==> config.mk <==
export PLATFORM = sky130hd
export DESIGN_NAME = corefifo_ptr_sync
export DESIGN_NICKNAME = d
export VERILOG_FILES = /design/src/rtl/corefifo_sync_pkg.sv /design/src/rtl/corefifo_sync_chain.sv /design/src/rtl/corefifo_ptr_sync.sv
export SDC_FILE = /design/constraint.sdc
export NUM_CORES = 1
export LEC_CHECK = 0
export CELL_PAD_IN_SITES_DETAIL_PLACEMENT = 0
export CELL_PAD_IN_SITES_GLOBAL_PLACEMENT = 1
export CORE_MARGIN = 5
export CORE_UTILIZATION = 35
export CTS_BUF_LIST = sky130_fd_sc_hd__clkbuf_16
export CTS_CLUSTER_SIZE = 14
export DETAILED_ROUTE_END_ITERATION = 7
export PLACE_DENSITY_LB_ADDON = 0.1
export SETUP_SLACK_MARGIN = 0.3
export SLEW_MARGIN = 5
export SYNTH_ARGS = -nofsm -noshare
export SYNTH_HDL_FRONTEND = slang
export SYNTH_SLANG_ARGS = --single-unit
==> constraint.sdc <==
create_clock -name clk -period 2.4 [get_ports clk]
set_input_delay 0.72 -clock clk [delete_from_list [all_inputs] [get_ports clk]]
set_output_delay 0.72 -clock clk [all_outputs]
set_load 0.005 [all_outputs]
==> src/rtl/corefifo_sync_pkg.sv <==
// Shared stage limits and Gray/binary helpers for the CoreFIFO pointer synchronizer.
// Helpers work on a fixed wide word; callers zero-extend their pointer and truncate the result.
package corefifo_sync_pkg;

  localparam int MIN_SYNC_STAGES = 2;
  localparam int MAX_SYNC_STAGES = 4;
  localparam int MAX_PTR_WIDTH   = 32;

  typedef logic [MAX_PTR_WIDTH-1:0] ptr_word_t;

  // Zero-extended Gray input decodes correctly because the unused top bits stay 0.
  function automatic ptr_word_t gray2bin(input ptr_word_t g);
    ptr_word_t b;
    b[MAX_PTR_WIDTH-1] = g[MAX_PTR_WIDTH-1];
    for (int i = MAX_PTR_WIDTH - 2; i >= 0; i--) begin
      b[i] = g[i] ^ b[i+1];
    end
    return b;
  endfunction

  function automatic ptr_word_t bin2gray(input ptr_word_t b);
    return b ^ (b >> 1);
  endfunction

  function automatic int popcount(input ptr_word_t v);
    int n;
    n = 0;
    for (int i = 0; i < MAX_PTR_WIDTH; i++) begin
      n += int'(v[i]);
    end
    return n;
  endfunction

endpackage

==> src/rtl/corefifo_sync_chain.sv <==
// Plain multi-flop synchronizer chain for a bus that changes at most one bit at a time.
module corefifo_sync_chain #(
  parameter int WIDTH  = 4,
  parameter int STAGES = 2
) (
  input  logic             clk,
  input  logic             rst,
  input  logic [WIDTH-1:0] i_data,
  output logic [WIDTH-1:0] o_data
);

  logic [WIDTH-1:0] r_stage [STAGES];

  always_ff @(posedge clk) begin
    if (rst) begin
      for (int k = 0; k < STAGES; k++) begin
        r_stage[k] <= '0;
      end
    end else begin
      r_stage[0] <= i_data;
      for (int k = 1; k < STAGES; k++) begin
        r_stage[k] <= r_stage[k-1];
      end
    end
  end

  assign o_data = r_stage[STAGES-1];

endmodule

==> src/rtl/corefifo_ptr_sync.sv <==
// Gray pointer synchronizer with binary decode, advance delta and chain-fill tracking.
// Optional Gray-violation checker is enabled by defining CORE_FIFO_GRAY_CHECK_EN.
module corefifo_ptr_sync
  import corefifo_sync_pkg::*;
#(
  parameter int ADDRWIDTH   = 3,
  parameter int SYNC_STAGES = 2
) (
  input  logic               clk,
  input  logic               rst,
  input  logic [ADDRWIDTH:0] gray_in,
  output logic [ADDRWIDTH:0] gray_sync,
  output logic [ADDRWIDTH:0] bin_sync,
  output logic               bin_valid,
  output logic [ADDRWIDTH:0] delta,
  output logic               delta_valid,
  output logic               gray_err
);

  localparam int PW       = ADDRWIDTH + 1;
  localparam int FILL_MAX = SYNC_STAGES + 1;
  localparam int CW       = $clog2(MAX_SYNC_STAGES + 2);

  if (SYNC_STAGES < MIN_SYNC_STAGES || SYNC_STAGES > MAX_SYNC_STAGES) begin : g_bad_stages
    $fatal(1, "corefifo_ptr_sync: SYNC_STAGES must lie in MIN_SYNC_STAGES..MAX_SYNC_STAGES");
  end
  if (PW > MAX_PTR_WIDTH) begin : g_bad_width
    $fatal(1, "corefifo_ptr_sync: ADDRWIDTH+1 exceeds MAX_PTR_WIDTH");
  end

  logic [PW-1:0] w_gray_sync;
  logic [PW-1:0] w_bin_next;
  logic [PW-1:0] w_delta_next;
  logic          w_bin_change;
  logic          w_bin_valid;
  logic [PW-1:0] r_bin_sync;
  logic [PW-1:0] r_delta;
  logic          r_delta_valid;
  logic [CW-1:0] r_fill;

  corefifo_sync_chain #(
    .WIDTH  (PW),
    .STAGES (SYNC_STAGES)
  ) u_chain (
    .clk    (clk),
    .rst    (rst),
    .i_data (gray_in),
    .o_data (w_gray_sync)
  );

  // r_bin_sync doubles as the previous sample, so the delta is taken against it directly.
  assign w_bin_next   = PW'(gray2bin(MAX_PTR_WIDTH'(w_gray_sync)));
  assign w_delta_next = w_bin_next - r_bin_sync;
  assign w_bin_change = (w_bin_next != r_bin_sync);
  assign w_bin_valid  = (r_fill == CW'(FILL_MAX));

  always_ff @(posedge clk) begin
    if (rst) begin
      r_bin_sync    <= '0;
      r_delta       <= '0;
      r_delta_valid <= 1'b0;
      r_fill        <= '0;
    end else begin
      r_bin_sync    <= w_bin_next;
      r_delta_valid <= w_bin_valid && w_bin_change;
      if (w_bin_valid && w_bin_change) begin
        r_delta <= w_delta_next;
      end
      if (!w_bin_valid) begin
        r_fill <= r_fill + CW'(1);
      end
    end
  end

`ifdef CORE_FIFO_GRAY_CHECK_EN
  logic [PW-1:0] r_gray_prev;
  logic          r_gray_err;

  // A legal Gray pointer moves one bit per sample; anything more means a broken crossing.
  always_ff @(posedge clk) begin
    if (rst) begin
      r_gray_prev <= '0;
      r_gray_err  <= 1'b0;
    end else begin
      r_gray_prev <= w_gray_sync;
      if (w_bin_valid && popcount(MAX_PTR_WIDTH'(w_gray_sync ^ r_gray_prev)) > 1) begin
        r_gray_err <= 1'b1;
      end
    end
  end

  assign gray_err = r_gray_err;
`else
  assign gray_err = 1'b0;
`endif

  assign gray_sync   = w_gray_sync;
  assign bin_sync    = r_bin_sync;
  assign bin_valid   = w_bin_valid;
  assign delta       = r_delta;
  assign delta_valid = r_delta_valid;

endmodule

==> metrics.txt <==
prevailing post-synth register cell dfxtp_1; Core Area 0.00221 mm2; First-pass DRT Iterations 4; critical path class reg2reg; Leakage Power 0.485 nW; WHS 433 ps; Final min period 2030 ps; GPL Wtd Cong 0.691; Yosys top cell by area dfxtp_1; 1st-iter DRT viols 3; cell total after placement 120; setup ws final 371 ps; total gr overflow 0; final non-filler cell total 126; fill count 209; WL/cell 10.4 um; Hold Vio Cnt, Final 0; Layout Utilization 51.5%; final setup fails 0; overall power 876 uW; CTS Sinks 20; status finished, final reports clean; DR DRC count 0; Initial Util 36.7%; flops & latches, synth 20; row cnt 17; antenna cells 0; Critical Path RT 2520 ps; Synth cell types 20; critical path data arrival time 2150 ps; synth-to-layout area growth 40.6%; Syn Inst Count 79; power per cell area 768 mW/mm2; top post-synthesis cells by area dfxtp_1, nor2b_1, ha_1; Post-synth EDFFs 0; Syn. warnings 0; Post-synth ARST share 0%; layout cell share with drive strength beyond 1 16.3%; Slew Limit Fails 0; CTS tree yes; post-DP HPWL 966 um; Mean Syn Cell Area 10.3 um2; DR vias 533; register area 405 um2; vias in the first global route 482; Nets 111; syn nets 91; Critical Path End Type register; pin count of the biggest net entering global routing 12; pre-CTS setup slack 294 ps; Die X 58.1 um; post-route ant nets 0; multi-input logic area 387 um2; number of port buffers 19; post-route cell area 0.00114 mm2; Worst Skew 1.47 ps; VDD IR max 0.423 mV; Fmax 493 MHz; Hold WC Path Type reg2reg; CTS clock-pin slew for the worst setup and hold paths 50 ps; crit-path max FO 4; die height 58.1 um; clk_lat worst skew 250 ps; clock root buffer clkbuf_16; Fin Setup TNS 0 ps; fraction of the yosys area taken by sequential cells 49.4%; clock buffer depth 2; DIE AREA 0.00338 mm2; placed cell areas 998 um2; H-tree levels 1; crit share post-route 84.6%; first-pass GRT wire length 2.19 mm; RSZ-0062 raised after global routing yes; antenna violations before repair 0; routed wire length 1.31 mm; Worst Setup Start Kind register; most common cell after layout, fill and taps aside clkdlybuf4s50_1; most frequent cells in the layout clkdlybuf4s50_1, dfxtp_1, nor2b_1, nor2_1, inv_1; vias per inst 4.23; Yosys top cell area share 49.4%; num ports 21; GRT Util Overall 8.48%; Cell Area, Synth 811 um2; TritonCTS Buffers 3; number of max-cap violations 0
==> area by class of cell <==
type | instances | area share, %
Clock buffer | 3 | 6.59
Multi-Input combinational cell | 47 | 33.9
Timing Repair Buffer | 22 | 18.9
Tap cell | 28 | 3.07
Inverter | 5 | 1.65
Clock inverter | 1 | 0.329
Sequential cell | 20 | 35.6
==> worst paths after layout <==
| check | cells past startpoint | endpoint | slack [ps] | startpoint |
|---|---|---|---|---|
| worst max register to register | 9 | delta[2] | 370 | u_chain.r_stage[0][7] |
| worst max-delay path | 9 | delta[2] | 370 | u_chain.r_stage[0][7] |
| worst min register to register | 1 | u_chain.r_stage[0][4] | 430 | u_chain.r_stage[0][0] |
| worst min-delay path | 1 | u_chain.r_stage[0][4] | 430 | u_chain.r_stage[0][0] |
==> cells in the mapped netlist, drive strengths merged, types with 2 or more instances <==
library cell  count
clkbuf            2
nor2b            12
nor2             10
buf               5
o21ai             2
xor2              5
xnor2             2
inv               5
mux2i             3
a21oi             3
dfxtp            20
ha                5
==> power breakdown <==
group          leakage (nW)  switching [mW]  total (mW)  internal [mW]
Clock                0.0385           0.116       0.338          0.222
Sequential            0.166          0.0170       0.378          0.361
Combinational         0.281          0.0701       0.160         0.0901
Total                 0.485           0.203       0.876          0.672
==> sequential cells by signal, summed over array words and instances (netlist names) <==
signal and cells:
u_chain.r_stage 8, bin_sync 4, delta 4, r_fill 3, delta_valid 1
==> routing by layer <==
| metal | GRT usage (%) | routed length, um |
|---|---|---|
| met4 | 2.98 | 0 |
| met3 | 3.56 | 119 |
| met2 | 13.1 | 610 |
| met5 | 0 | 0 |
| met1 | 10.6 | 583 |
==> repair_timing <==
| action | CTS | global route |
|---|---|---|
| setup buffers | 1 | 1 |
| endpoints found under the setup margin | 2 | 4 |
| gates resized for setup | 7 | 4 |
| pin swaps | 2 | 2 |
| hold buffers | 0 | 0 |
==> worst max-delay path, cell delays in order (launching register included) <==
cell and delay (ps):
dfxtp_2 370, xor2_2 230, xnor2_2 170, xor2_1 200, ha_1 190, inv_1 50, fa_1 360, xor2_1 150
mux2i_1 120, nor2_1 50
==> cells by family after synthesis <==
group / Yosys count / share of synthesized area, %
AOI/OAI and AO/OA: 6 / 4.63
xor gates and xnor gates: 7 / 8.49
adders and majority gates: 6 / 10.2
buffers and inverters: 12 / 7.87
DFF: 20 / 49.4
muxes: 3 / 3.70
other: 1 / 0.463
and+or+nand+nor: 24 / 15.3
Note: power is estimated with default switching activity, not from simulation.
